## src/rtl/lab3_g29_p3_mux_arbiter.sv

```systemverilog
// lab3_g29_p3_mux_arbiter: 8-requester round-robin arbiter driving an 8:1
// 4-bit data mux. A grant lasts until the grantee drops its request or
// HOLD_MAX words have been accepted, then one IDLE bubble precedes the next grant.
module lab3_g29_p3_mux_arbiter #(
    parameter int unsigned HOLD_MAX = 4
) (
    input  logic       clk,
    input  logic       rst_n,
    input  logic [7:0] req,
    input  logic [3:0] in0,
    input  logic [3:0] in1,
    input  logic [3:0] in2,
    input  logic [3:0] in3,
    input  logic [3:0] in4,
    input  logic [3:0] in5,
    input  logic [3:0] in6,
    input  logic [3:0] in7,
    input  logic       out_ready,
    output logic       out_valid,
    output logic [3:0] out_data,
    output logic [2:0] sel,
    output logic [7:0] gnt,
    output logic [7:0] xfer_cnt
);

    localparam int unsigned N_REQ  = 8;
    localparam int unsigned IDX_W  = 3;
    localparam int unsigned BEAT_W = 4;
    localparam int unsigned DATA_W = 4;

    localparam logic [BEAT_W-1:0] HOLD_LIMIT = BEAT_W'(HOLD_MAX);

    typedef enum logic [0:0] {
        IDLE  = 1'b0,
        SERVE = 1'b1
    } state_t;

    state_t              state, state_n;
    logic [IDX_W-1:0]    ptr, ptr_n;
    logic [IDX_W-1:0]    sel_n;
    logic [N_REQ-1:0]    gnt_n;
    logic [BEAT_W-1:0]   beat, beat_n;
    logic [7:0]          xfer_cnt_n;

    logic                found;
    logic [IDX_W-1:0]    pick;
    logic [IDX_W-1:0]    idx;
    logic                xfer;
    logic                last_beat;
    logic [DATA_W-1:0]   mux_data;

    // Round-robin search: first set request at or above ptr, wrapping 7->0.
    always_comb begin
        found = 1'b0;
        pick  = ptr;
        idx   = '0;
        for (int i = 0; i < int'(N_REQ); i++) begin
            idx = IDX_W'(ptr + IDX_W'(i));
            if (!found && req[idx]) begin
                found = 1'b1;
                pick  = idx;
            end
        end
    end

    // 8:1 data select driven by the registered grant index.
    always_comb begin
        mux_data = '0;
        case (sel)
            3'd0: mux_data = in0;
            3'd1: mux_data = in1;
            3'd2: mux_data = in2;
            3'd3: mux_data = in3;
            3'd4: mux_data = in4;
            3'd5: mux_data = in5;
            3'd6: mux_data = in6;
            3'd7: mux_data = in7;
            default: mux_data = '0;
        endcase
    end

    // Valid follows the grantee's live request; data forced to zero when not valid.
    assign out_valid = (state == SERVE) && req[sel];
    assign out_data  = out_valid ? mux_data : '0;
    assign xfer      = out_valid && out_ready;
    assign last_beat = (BEAT_W'(beat + BEAT_W'(1)) == HOLD_LIMIT);

    // Next-state and register-update logic for the arbiter FSM.
    always_comb begin
        state_n    = state;
        ptr_n      = ptr;
        sel_n      = sel;
        gnt_n      = gnt;
        beat_n     = beat;
        xfer_cnt_n = xfer_cnt;
        case (state)
            IDLE: begin
                if (found) begin
                    sel_n   = pick;
                    gnt_n   = N_REQ'(8'd1 << pick);
                    state_n = SERVE;
                end
            end
            SERVE: begin
                if (!req[sel]) begin
                    state_n = IDLE;
                    ptr_n   = IDX_W'(sel + IDX_W'(1));
                    beat_n  = '0;
                    gnt_n   = '0;
                end else if (xfer) begin
                    xfer_cnt_n = 8'(xfer_cnt + 8'd1);
                    if (last_beat) begin
                        state_n = IDLE;
                        ptr_n   = IDX_W'(sel + IDX_W'(1));
                        beat_n  = '0;
                        gnt_n   = '0;
                    end else begin
                        beat_n = BEAT_W'(beat + BEAT_W'(1));
                    end
                end
            end
            default: begin
                state_n = IDLE;
                gnt_n   = '0;
                beat_n  = '0;
            end
        endcase
    end

    // State register; reset aborts any grant and clears all counts immediately.
    always_ff @(posedge clk or negedge rst_n) begin
        if (!rst_n) begin
            state    <= IDLE;
            ptr      <= '0;
            sel      <= '0;
            gnt      <= '0;
            beat     <= '0;
            xfer_cnt <= '0;
        end else begin
            state    <= state_n;
            ptr      <= ptr_n;
            sel      <= sel_n;
            gnt      <= gnt_n;
            beat     <= beat_n;
            xfer_cnt <= xfer_cnt_n;
        end
    end

endmodule

```

## config.mk

```make
export PLATFORM = sky130hd
export DESIGN_NAME = lab3_g29_p3_mux_arbiter
export DESIGN_NICKNAME = d
export VERILOG_FILES = /design/src/rtl/lab3_g29_p3_mux_arbiter.sv
export SDC_FILE = /design/constraint.sdc
export NUM_CORES = 1
export LEC_CHECK = 0
export CAP_MARGIN = 25
export CORE_MARGIN = 2
export CORE_UTILIZATION = 30
export DETAILED_ROUTE_END_ITERATION = 10
export GPL_TIMING_DRIVEN = 0
export PLACE_DENSITY = 0.55
export SLEW_MARGIN = 20
export SYNTH_ARGS = -nofsm -noshare
export SYNTH_HDL_FRONTEND = slang
export SYNTH_SLANG_ARGS = --single-unit
export TNS_END_PERCENT = 1
```

## constraint.sdc

```tcl
create_clock -name clk -period 8.3 [get_ports clk]
set_input_delay 1.66 -clock clk [delete_from_list [all_inputs] [get_ports clk]]
set_output_delay 1.66 -clock clk [all_outputs]
set_load 0.01 [all_outputs]
```

==> results by group <==
Run status
  • Status: finished, final reports clean

Routing
  • WL per Instance: 15.7 um
  • Drt initial violations: 85
  • ANT nets after route: 0
  • Detailed Routing Iterations Pass 1: 4
  • Drc violations: 0
  • Routed WL: 6390 um
  • DR vias: 2146
  • Vias/cell: 5.26

Clock tree
  • CTS tree: yes
  • CTS max path bufs: 2
  • Cts repair resizes: 0
  • Root Driver: clkbuf_8
  • Clock sinks: 27
  • Clk Latency, worst-skew pair: 0.27 ns
  • Clock transition at path regs: 0.09 ns
  • Post-CTS setup buffers: 0
  • H-tree Lvls: 1
  • CTS buffer count: 3
  • Hold-fix buffer count after cts: 0

Floorplanning
  • I/O pins: 67
  • DIE WIDTH: 91.8 um
  • Initial core utilization: 30.4%
  • Vert. Die Dim: 91.8 um
  • Die ar.: 8430 um^2
  • Core area: 7610 um^2
  • Row Count: 32

Worst setup path
  • Worst Path Buf+Inv: 3
  • Slowest Stage Delay on Critical Path: 0.51 ns
  • Critical path class: primary input to output pin
  • CP arrival: 3.90 ns
  • CP cell instances: clkdlybuf4s50_1, mux4_2, mux2i_1, nand2b_1, inv_1, clkdlybuf4s50_1
  • Worst Path Max Fanout: 6
  • Critical path's top delay family: buffers and inverters
  • CP max stage cell: mux4_2
  • Kind of end point of the critical path: output pin
  • Critical Path RT: 6.64 ns
  • Top cell by count, worst path: clkdlybuf4s50_1
  • CP startpoint kind: primary input

STA
  • Least-Margin Pin Slew: 0.713 ns
  • Hold Vio Cnt, Final: 0
  • # setup viols final: 0
  • Slew HR: 51.9%
  • Setup TNS: 0 ns
  • Pins Over Slew Limit: 0
  • Clock skew: 0.00214 ns
  • Hold WS: 0.478 ns
  • Min Clock Period, post-route: 5.56 ns
  • Tcrit/Tclk final: 67.0%
  • F_max: 180 MHz
  • RSZ-0062 raised after global routing: no

Placement
  • Dpl cells: 404
  • Placed cell area: 3100 um^2
  • Hpwl dp: 4960 um
  • Final RePlAce weighted congestion: 0.837
  • Port Buffers: 66

Finish
  • Area grow syn2layout: 35.8%
  • Ant diodes: 0
  • Fillers: 775
  • Share of layout cells above drive strength 1: 11.4%
  • Area of the multi-input gates: 1550 um^2
  • Layout Cells excl Fill: 408
  • Design Area, Final: 3140 um^2
  • Layout net count: 360
  • Reg area: 676 um^2

Min path
  • Worst min path class: flop to flop

Pwr
  • Leak: 1.23 nW
  • VDD IR max: 0.000143 V
  • Pwr per Cell Area: 424 nW/um^2
  • Power Total: 1.33 mW

Logic synthesis
  • Multiplexer share of the synthesized area: 21.1%
  • Post-synth design cell area: 2310 um^2
  • Gate Count Post-Synth: 236
  • Compound-Gate Fraction of Synth Area: 20.6%
  • Synth Area in XOR/XNOR: 6.06%
  • Mean Syn Cell Area: 9.80 um^2
  • Synth Register Bits: 27
  • YS warnings: 0
  • Post-synth cell types: 51
  • Syn_nets: 289
  • Post-synth EDFFs: 0
  • Dominant synthesized flop cell: dfrtp_1
  • Synth Area in Adders: 5.41%
  • FFs w/ async S/R, synth: 100%
  • Post-synthesis simple-gate area fraction: 14.0%
  • Largest family of logic cells by synthesized area: multiplexers
  • Seq/Total Area, Yosys: 29.2%

GRT
  • GRT Util Overall: 15.5%
  • Initial antenna violation count: 0
  • Total grt overflow: 0
  • Number of global-route vias before repair: 2204
  • Largest net degree at the start of global routing: 28
  • Global-route wire length before repair: 10800 um

Job
  • Max-Cap Viols: 0
==> worst reg2reg max path: stages (launching register included) <==
cell and delay (ns):
dfrtp_1 0.52, buf_4 0.25, inv_1 0.12, ha_1 0.31, buf_6 0.14, mux4_2 0.58
mux2i_1 0.40, o2bb2ai_2 0.22, a41oi_1 0.38, nor2_1 0.54, nand2_1 0.10, o31ai_1 0.08
==> Yosys cell counts, drive strengths merged (4+ instances only) <==
master,count,area [um^2]
mux4,12,270
mux2i,9,90.1
xor2,5,43.8
nor2,22,82.6
o21ai,14,70.1
a21oi,11,58.8
mux2,11,128
xnor2,11,96.3
inv,10,37.5
nand2,23,86.3
dfrtp,27,676
o31ai,5,37.5
nand4,5,31.3
buf,4,35.0
ha,10,125
a32o,4,40.0
==> through the flow <==
stage	utilization, %	worst slack [ns]
finish	41.3	2.74
global placement	40.8	2.78
global route	41.3	2.62
detailed placement	40.7	2.76
floorplan	-	4.04
CTS	41.3	2.74
==> placed cells by master, fill, tap and decap left out, types with 2 or more instances in the layout <==
cell type,count
nor2_1,22
nand2_1,23
xnor2_1,11
inv_1,10
nand2b_1,2
dfrtp_1,27
xor2_1,5
nor3_1,3
a21o_1,3
nand4_1,5
buf_6,2
and3_1,2
a32o_1,4
a211oi_1,2
o21ai_1,2
mux2_2,10
clkbuf_1,4
nand3_1,3
o31ai_1,5
and2_1,2
mux2i_1,9
a31oi_1,3
a22o_1,2
clkbuf_8,3
a21oi_1,10
a211o_1,2
a222oi_1,3
clkdlybuf4s50_1,65
ha_1,10
mux4_2,12
a22oi_1,3
o21ai_0,12
a221oi_1,3
nor4_1,2
buf_2,2
==> logic make-up after synthesis <==
family / Yosys count
flops: 27
mux: 32
buf+inv: 17
fa+ha+maj: 10
xor+xnor: 16
simple gates: 69
compound gates: 65
==> state kept, by name (all words and copies together) (netlist names) <==
name,flops
sel,3
gnt,8
beat,4
xfer_cnt,8
ptr,3
state,1
==> area by class of cell <==
type,count,area share (%)
Buffer,7,1.47
Clock buffer,4,1.43
Inverter,10,1.20
Multi-Input combinational cell,192,49.4
Sequential cell,27,21.5
Tap cell,102,4.06
Timing Repair Buffer,66,20.9
==> metal layers <==
metal,vias up,global-route usage (%),part of all wire (%)
li1,1049,-,-
met3,6,2.22,4.8
met5,-,0,0
met2,52,25.9,48
met1,1039,21.5,46
met4,0,3.36,0.88
==> path summary, 6_finish.rpt <==
path	start	endpoint	slack [ns]	depth (start not counted)
setup / recovery	req[3]	out_valid	2.74	6
hold / removal	xfer_cnt[7]	xfer_cnt[7]	0.48	1
setup reg to reg	ptr[1]	gnt[2]	4.57	11
hold reg to reg	xfer_cnt[7]	xfer_cnt[7]	0.48	1
max in group asynchronous	rst_n	ptr[0]	6.51	1
min in group asynchronous	rst_n	xfer_cnt[7]	1.39	1
==> power by group <==
part / internal [mW] / switching [mW]
combinational: 0.458 / 0.573
clock: 0.0344 / 0.0396
sequential: 0.176 / 0.0494
Power figures use the tool's default switching activity.
